File: src/rtl/mlp_pkg.sv
// Shared types, constants and helpers for the two-layer fp32 perceptron.
// Holds the fp32 word type, the FSM state enum, fp32 constants and relu().
package mlp_pkg;

  typedef logic [31:0] fp32_t;

  typedef enum logic [1:0] {
    IDLE,
    L1,
    L2,
    DONE
  } mlp_state_e;

  localparam fp32_t FP32_ZERO = 32'h0000_0000;
  localparam fp32_t FP32_QNAN = 32'h7FC0_0000;
  localparam fp32_t FP32_PINF = 32'h7F80_0000;
  localparam int    FP32_BIAS = 127;

  function automatic logic is_nan(fp32_t x);
    return (x[30:23] == 8'hFF) && (x[22:0] != 23'd0);
  endfunction

  function automatic logic is_inf(fp32_t x);
    return (x[30:23] == 8'hFF) && (x[22:0] == 23'd0);
  endfunction

  function automatic fp32_t relu(fp32_t x);
    return x[31] ? FP32_ZERO : x;
  endfunction

endpackage

File: src/rtl/mlp_if.sv
// Loader/consumer bundle for the mlp engine; carries the size parameters.
// slave: clk, rst, enable, data_in, weights1, weights2 in; data_out, done out.
interface two_layer_mlp_if
  import mlp_pkg::*;
#(
  parameter int INPUT_SIZE  = 4,
  parameter int HIDDEN_SIZE = 2,
  parameter int OUTPUT_SIZE = 1,
  parameter int COUNT       = 1
) ();

  logic  clk;
  logic  rst;
  logic  enable;
  fp32_t data_in  [COUNT][INPUT_SIZE];
  fp32_t weights1 [INPUT_SIZE][HIDDEN_SIZE];
  fp32_t weights2 [HIDDEN_SIZE][OUTPUT_SIZE];
  fp32_t data_out [COUNT][OUTPUT_SIZE];
  logic  done;

  modport slave (
    input  clk, rst, enable,
    input  data_in, weights1, weights2,
    output data_out, done
  );

  modport master (
    output clk, rst, enable,
    output data_in, weights1, weights2,
    input  data_out, done
  );

endinterface

File: src/rtl/mlp_fp32_mac.sv
// Combinational fp32 y = a*b + c, product and sum rounded separately (RNE).
// Ports: a, b, c operands; y result. FTZ, saturating, canonical qNaN.
module fp32_mac
  import mlp_pkg::*;
(
  input  fp32_t a,
  input  fp32_t b,
  input  fp32_t c,
  output fp32_t y
);

  function automatic fp32_t fmul(fp32_t x, fp32_t z);
    logic        s;
    logic [7:0]  ex;
    logic [7:0]  ez;
    logic [47:0] p;
    logic [23:0] m24;
    logic        g;
    logic        st;
    logic        up;
    logic [24:0] m25;
    int          e;
    fp32_t       r;
    s   = x[31] ^ z[31];
    ex  = x[30:23];
    ez  = z[30:23];
    r   = {s, 31'd0};
    p   = '0;
    m24 = '0;
    g   = 1'b0;
    st  = 1'b0;
    up  = 1'b0;
    m25 = '0;
    e   = 0;
    if (is_nan(x) || is_nan(z)) begin
      r = FP32_QNAN;
    end else if (ex == 8'hFF || ez == 8'hFF) begin
      // inf * 0 is invalid; a subnormal counts as zero here
      if (ex == 8'd0 || ez == 8'd0) r = FP32_QNAN;
      else r = {s, 8'hFF, 23'd0};
    end else if (ex == 8'd0 || ez == 8'd0) begin
      r = {s, 31'd0};
    end else begin
      p = {24'd0, 1'b1, x[22:0]} * {24'd0, 1'b1, z[22:0]};
      e = int'(ex) + int'(ez) - FP32_BIAS;
      if (p[47]) begin
        m24 = p[47:24];
        g   = p[23];
        st  = |p[22:0];
        e   = e + 1;
      end else begin
        m24 = p[46:23];
        g   = p[22];
        st  = |p[21:0];
      end
      up  = g & (st | m24[0]);
      m25 = {1'b0, m24} + {24'd0, up};
      if (m25[24]) begin
        e   = e + 1;
        m25 = m25 >> 1;
      end
      if (e >= 255) r = {s, 8'hFF, 23'd0};
      else if (e <= 0) r = {s, 31'd0};
      else r = {s, 8'(e), m25[22:0]};
    end
    return r;
  endfunction

  function automatic fp32_t fadd(fp32_t x, fp32_t z);
    fp32_t       hi;
    fp32_t       lo;
    fp32_t       r;
    logic [7:0]  d;
    logic [50:0] ma;
    logic [50:0] mb;
    logic [50:0] sm;
    logic [50:0] nm;
    logic        g;
    logic        st;
    logic        up;
    logic [24:0] m25;
    int          e;
    int          p;
    hi  = x;
    lo  = z;
    r   = FP32_ZERO;
    d   = '0;
    ma  = '0;
    mb  = '0;
    sm  = '0;
    nm  = '0;
    g   = 1'b0;
    st  = 1'b0;
    up  = 1'b0;
    m25 = '0;
    e   = 0;
    p   = 0;
    if (is_nan(x) || is_nan(z)) begin
      r = FP32_QNAN;
    end else if (is_inf(x) && is_inf(z)) begin
      r = (x[31] != z[31]) ? FP32_QNAN : x;
    end else if (is_inf(x)) begin
      r = x;
    end else if (is_inf(z)) begin
      r = z;
    end else if (x[30:23] == 8'd0 && z[30:23] == 8'd0) begin
      r = FP32_ZERO;
    end else if (x[30:23] == 8'd0) begin
      r = z;
    end else if (z[30:23] == 8'd0) begin
      r = x;
    end else begin
      if (z[30:0] > x[30:0]) begin
        hi = z;
        lo = x;
      end
      d  = hi[30:23] - lo[30:23];
      ma = {2'b01, hi[22:0], 26'd0};
      mb = {2'b01, lo[22:0], 26'd0};
      // far-away addend only matters as a sticky bit
      if (d > 8'd26) mb = 51'd1;
      else mb = mb >> d;
      sm = (hi[31] == lo[31]) ? ma + mb : ma - mb;
      if (sm == 51'd0) begin
        r = FP32_ZERO;
      end else begin
        for (int i = 0; i < 51; i++)
          if (sm[i]) p = i;
        nm  = sm << (50 - p);
        e   = int'(hi[30:23]) + p - 49;
        g   = nm[26];
        st  = |nm[25:0];
        up  = g & (st | nm[27]);
        m25 = {1'b0, nm[50:27]} + {24'd0, up};
        if (m25[24]) begin
          e   = e + 1;
          m25 = m25 >> 1;
        end
        if (e >= 255) r = {hi[31], 8'hFF, 23'd0};
        else if (e <= 0) r = {hi[31], 31'd0};
        else r = {hi[31], 8'(e), m25[22:0]};
      end
    end
    return r;
  endfunction

  fp32_t prod;

  always_comb begin
    prod = fmul(a, b);
    y    = fadd(prod, c);
  end

endmodule

File: src/rtl/mlp.sv
// Sequential two-layer fp32 perceptron, one MAC per clock: out = act(x*W1)*W2.
// Port: intf (two_layer_mlp_if.slave). Build option MLP_RELU_EN: ReLU hidden.
module mlp
  import mlp_pkg::*;
(
  two_layer_mlp_if.slave intf
);

  localparam int IN   = intf.INPUT_SIZE;
  localparam int HID  = intf.HIDDEN_SIZE;
  localparam int OUT  = intf.OUTPUT_SIZE;
  localparam int CNT  = intf.COUNT;
  localparam int KMAX = (IN > HID) ? IN : HID;
  localparam int KW   = $clog2(KMAX + 1);
  localparam int JMAX = (HID > OUT) ? HID : OUT;
  localparam int JW   = (JMAX > 1) ? $clog2(JMAX) : 1;
  localparam int RW   = (CNT > 1) ? $clog2(CNT) : 1;

  function automatic fp32_t act(fp32_t x);
`ifdef MLP_RELU_EN
    return relu(x);
`else
    return x;
`endif
  endfunction

  mlp_state_e    state_q;
  mlp_state_e    state_d;
  logic          done_q;
  logic [KW-1:0] k_q;
  logic [JW-1:0] j_q;
  logic [RW-1:0] r_q;
  fp32_t         acc_q;
  fp32_t         hid_q  [HID];
  fp32_t         dout_q [CNT][OUT];
  fp32_t         mac_a;
  fp32_t         mac_b;
  fp32_t         mac_y;

  // k counts one past the last term: that slot is the write cycle
  logic k_end1;
  logic k_end2;
  logic j_last;
  logic o_last;
  logic r_last;

  assign k_end1 = (k_q == KW'(IN));
  assign k_end2 = (k_q == KW'(HID));
  assign j_last = (j_q == JW'(HID - 1));
  assign o_last = (j_q == JW'(OUT - 1));
  assign r_last = (r_q == RW'(CNT - 1));

  always_comb begin
    mac_a = FP32_ZERO;
    mac_b = FP32_ZERO;
    for (int r = 0; r < CNT; r++)
      for (int k = 0; k < IN; k++)
        for (int j = 0; j < HID; j++)
          if (state_q == L1 && r_q == RW'(r) &&
              k_q == KW'(k) && j_q == JW'(j)) begin
            mac_a = intf.data_in[r][k];
            mac_b = intf.weights1[k][j];
          end
    for (int k = 0; k < HID; k++)
      for (int o = 0; o < OUT; o++)
        if (state_q == L2 && k_q == KW'(k) &&
            j_q == JW'(o)) begin
          mac_a = hid_q[k];
          mac_b = intf.weights2[k][o];
        end
  end

  fp32_mac u_mac (
    .a (mac_a),
    .b (mac_b),
    .c (acc_q),
    .y (mac_y)
  );

  always_comb begin
    state_d = state_q;
    unique case (state_q)
      IDLE: if (intf.enable) state_d = L1;
      L1:   if (k_end1 && j_last) state_d = L2;
      L2:   if (k_end2 && o_last) state_d = r_last ? DONE : L1;
      DONE: if (!intf.enable) state_d = IDLE;
      default: state_d = IDLE;
    endcase
  end

  always_ff @(posedge intf.clk) begin
    if (intf.rst) begin
      state_q <= IDLE;
      done_q  <= 1'b0;
      acc_q   <= FP32_ZERO;
      k_q     <= '0;
      j_q     <= '0;
      r_q     <= '0;
      for (int h = 0; h < HID; h++)
        hid_q[h] <= FP32_ZERO;
      for (int r = 0; r < CNT; r++)
        for (int o = 0; o < OUT; o++)
          dout_q[r][o] <= FP32_ZERO;
    end else begin
      state_q <= state_d;
      done_q  <= (state_d == DONE);
      unique case (state_q)
        IDLE: begin
          k_q   <= '0;
          j_q   <= '0;
          r_q   <= '0;
          acc_q <= FP32_ZERO;
        end
        L1: begin
          if (k_end1) begin
            for (int h = 0; h < HID; h++)
              if (j_q == JW'(h)) hid_q[h] <= act(acc_q);
            acc_q <= FP32_ZERO;
            k_q   <= '0;
            j_q   <= j_last ? '0 : j_q + JW'(1);
          end else begin
            acc_q <= mac_y;
            k_q   <= k_q + KW'(1);
          end
        end
        L2: begin
          if (k_end2) begin
            for (int r = 0; r < CNT; r++)
              for (int o = 0; o < OUT; o++)
                if (r_q == RW'(r) && j_q == JW'(o))
                  dout_q[r][o] <= acc_q;
            acc_q <= FP32_ZERO;
            k_q   <= '0;
            if (o_last) begin
              j_q <= '0;
              if (!r_last) r_q <= r_q + RW'(1);
            end else begin
              j_q <= j_q + JW'(1);
            end
          end else begin
            acc_q <= mac_y;
            k_q   <= k_q + KW'(1);
          end
        end
        default: ;
      endcase
    end
  end

  assign intf.done     = done_q;
  assign intf.data_out = dout_q;

endmodule

File: src/flat_wrapper.sv
// flat-port wrapper written by rule: the top's interface ports become plain ports
module mlp_flat import mlp_pkg::*;
  (intf_clk, intf_rst, intf_enable, intf_data_in, intf_weights1, intf_weights2, intf_data_out, intf_done);
  two_layer_mlp_if #(.COUNT(1)) intf_i ();
  input wire logic [$bits(intf_i.clk)-1:0] intf_clk;
  input wire logic [$bits(intf_i.rst)-1:0] intf_rst;
  input wire logic [$bits(intf_i.enable)-1:0] intf_enable;
  input wire logic [$bits(intf_i.data_in)-1:0] intf_data_in;
  input wire logic [$bits(intf_i.weights1)-1:0] intf_weights1;
  input wire logic [$bits(intf_i.weights2)-1:0] intf_weights2;
  output wire logic [$bits(intf_i.data_out)-1:0] intf_data_out;
  output wire logic [$bits(intf_i.done)-1:0] intf_done;
  assign intf_i.clk = intf_clk;
  assign intf_i.rst = intf_rst;
  assign intf_i.enable = intf_enable;
  assign intf_i.data_in = {>>{intf_data_in}};
  assign intf_i.weights1 = {>>{intf_weights1}};
  assign intf_i.weights2 = {>>{intf_weights2}};
  assign intf_data_out = {>>{intf_i.data_out}};
  assign intf_done = intf_i.done;
  mlp u_core (.intf(intf_i));
endmodule
File: config.mk
export PLATFORM = sky130hd
export DESIGN_NAME = mlp_flat
export DESIGN_NICKNAME = d
export VERILOG_FILES = /design/src/rtl/mlp_pkg.sv /design/src/rtl/mlp_if.sv /design/src/rtl/mlp_fp32_mac.sv /design/src/rtl/mlp.sv /design/src/flat_wrapper.sv
export SDC_FILE = /design/constraint.sdc
export NUM_CORES = 2
export LEC_CHECK = 0
export BUFFER_PORTS_ARGS = -buffer_cell sky130_fd_sc_hd__clkbuf_2
export CORE_MARGIN = 3
export CORE_UTILIZATION = 36
export DETAILED_ROUTE_END_ITERATION = 8
export GPL_ROUTABILITY_DRIVEN = 0
export SLEW_MARGIN = 40
export SYNTH_ARGS = -nofsm -noshare
export SYNTH_HDL_FRONTEND = slang
export SYNTH_SLANG_ARGS = --single-unit
File: constraint.sdc
create_clock -name intf_clk -period 51.6 [get_ports intf_clk]
set_input_delay 10.32 -clock intf_clk [delete_from_list [all_inputs] [get_ports intf_clk]]
set_output_delay 10.32 -clock intf_clk [all_outputs]
set_load 0.02 [all_outputs]
==> results.cfg <==
[run_status]
outcome = complete, no violations

[clocking]
htree_levels = 4
cts-buffers-inserted = 17
clock_latency_ns = 0.46
post_cts_buffers = 0
clk_pin_slew_ns = 0.06
clk_path_buf_depth = 2
cts_root_buffer = clkbuf_16
cts-hold-fix-buffers = 0
ctsResizeCount = 0
cts_tree = yes
clock_sinks = 135

[worst_setup_path]
critPathArrivalTime_ns = 42.27
cp_slowest_stage_delay_ns = 0.78
crit_path_frequent_cell = a21oi_1
cp.required_ns = 51.89
slowest_stage = nor3_1
critPathMaxFanout = 62
start_kind = input pin
crit_family = compound AO/OA/AOI/OAI gates
worstSetupEndpointType = flop
worstSetupPathType = in2reg
path_buf_inv = 13

[yosys]
synthCells = 6665
netlist.area_leader.share_pct = 19.9
synthTopCellsByCount = 850 x nand2_1, 698 x inv_1, 690 x nor2_1
synth_seq_cells = 135
synth_top_area_cell = fa_1
synthTopCellsByArea = fa_1 20%, ha_1 7.9%, nand2_1 6.5%
synth.distinct_cells = 135
async_flop_share_pct = 0
syn_area_sq_um = 48800
synthesis.nets = 7908
synth-main-ff-cell = dfxtp_1
syn_area_per_cell_sq_um = 7.32
yosys_warnings = 0
yosysSeqAreaShare_pct = 6.86
synth_edf_count = 64
yosysMostFrequentCell = nand2_1

[power]
leakage_uw = 0.0235
total_power_uw = 3560
peakVddDrop_uv = 216
power_density_nw_per_um2 = 66.3

[layout]
area_delta_synth_final_pct = 10.2
final_util_pct = 40.1
drive_gt1_share_pct = 13.2
final_area_sq_um = 53700
fin_nets = 8111

[route]
drc = 0
drt_pre_antenna_iters = 7
drtIter0Drc = 8456
wl_per_cell_microns = 27.7
ant_nets = 0
wl_microns = 240000
vias = 55900
viasPerCell = 6.43

[job]
drv_cap = 0

[die]
initial_core_util_pct = 36.4
die_w_microns = 374
die_area_sq_um = 140000
core_sq_um = 134000
fp.dieH_microns = 374
io_pins = 484
rows = 134

[global_routing]
grt_pass1_wl_microns = 356000
grt_usage_pct = 33.6
grt_max_degree = 70
grt_pass1_vias = 52200
antenna_found_initial = 45
overflow = 0

[sta]
final_hold_viol_count = 0
rsz0062_at_grt = false
slew_headroom_pct = 34.2
max_freq_ghz = 0.0238
timing.final.ws_setup_ns = 9.62
tightest_slew_ns = 0.968
setup_violations = 0
timing.clock.skew_ns = 0.0213
min_period_ns = 41.98
drv_slew = 0
period_share_pct = 81.4
fin_tns_setup_ns = 0

[placement]
portBuffers = 483
placed_cell_area_sq_um = 53000
dp_slack_ns = 9.59
dp_hpwl_microns = 188000

[min_path]
min_path_type = reg2reg
==> metrics by stage <==
stage	hold WS [ns]	instances
floorplan	0.455	6665
global placement	0.447	8611
detailed placement	0.449	8616
CTS	0.458	8648
global route	0.475	8658
finish	0.459	8680
==> final timing paths <==
path                                                             from                               endpoint  slack, ns  cells past startpoint
worst max-delay path                               intf_weights1[234]          u_core.acc_q[17]$_SDFFE_PP0P_       9.62                    111
worst min-delay path            u_core.intf.data_out[28]$_SDFFE_PP0P_  u_core.intf.data_out[28]$_SDFFE_PP0P_       0.46                      2
worst max register to register             u_core.k_q[2]$_SDFFE_PP0P_          u_core.acc_q[17]$_SDFFE_PP0P_      17.85                    114
worst min register to register  u_core.intf.data_out[28]$_SDFFE_PP0P_  u_core.intf.data_out[28]$_SDFFE_PP0P_       0.46                      2
==> logic make-up (layout without fill, tap and decap cells) <==
kind of cell	after synthesis	after routing	share of synthesized area [%]
other	0	31	0
buffers and inverters	1135	1351	8.97
muxes	192	192	4.61
DFF	135	135	6.86
adders and majority gates	792	792	27.8
xor gates and xnor gates	143	143	2.61
and+or+nand+nor	2515	2515	24.6
AOI/OAI and AO/OA	1753	1753	24.6
==> cells in the final DEF, fill, tap and decap left out, types with 103 or more instances in the layout <==
cell type,netlist,routed
o21ai_0,321,307
ha_1,307,302
a21oi_1,416,407
nor2_1,690,682
buf_4,5,124
nand3_1,144,144
and2_1,105,103
mux2i_1,131,125
nor3_1,180,177
fa_1,485,485
clkbuf_2,0,483
nand2_1,850,849
inv_1,698,694
==> metal layers <==
metal  vias up  wire length [microns]  track usage, %
li1      23900                      -               -
met1     26600                  86800            40.0
met2      4250                 101000            49.6
met3      1060                  31300            13.3
met4        14                  21000            22.5
met5         -                    113           0.274
==> worst min-delay path, stage by stage, from the launching register on <==
cell and delay [ns]:
dfxtp_1 0.31, nand2_1 0.05, a21oi_1 0.05
==> sequential cells by signal (all words and copies together), names as in the netlist <==
| name | cells |
|---|---|
| u_core.acc_q | 32 |
| u_core.hid_q | 64 |
| u_core.intf.data_out | 32 |
| u_core.intf.done | 1 |
| u_core.j_last | 1 |
| u_core.k_q | 3 |
| u_core.state_q | 2 |
==> power breakdown <==
| group | internal [uW] | switching (uW) | leakage, uW | total, uW |
|---|---|---|---|---|
| clock | 67.9 | 57.3 | 0.000271 | 125 |
| combinational | 1050 | 2270 | 0.0220 | 3320 |
| sequential | 114 | 1.31 | 0.00123 | 115 |
| total | 1230 | 2330 | 0.0235 | 3560 |
==> area by class of cell <==
cell class,instances,area (sq um)
inverter,708,2660
sequential,135,3350
timing repair buffer,611,3390
fill,14000,80200
antenna,31,77.6
clock buffer,19,433
tap,1768,2210
multi-input combinational,5395,41500
clock inverter,13,136
(Power assumes the default switching activity.)
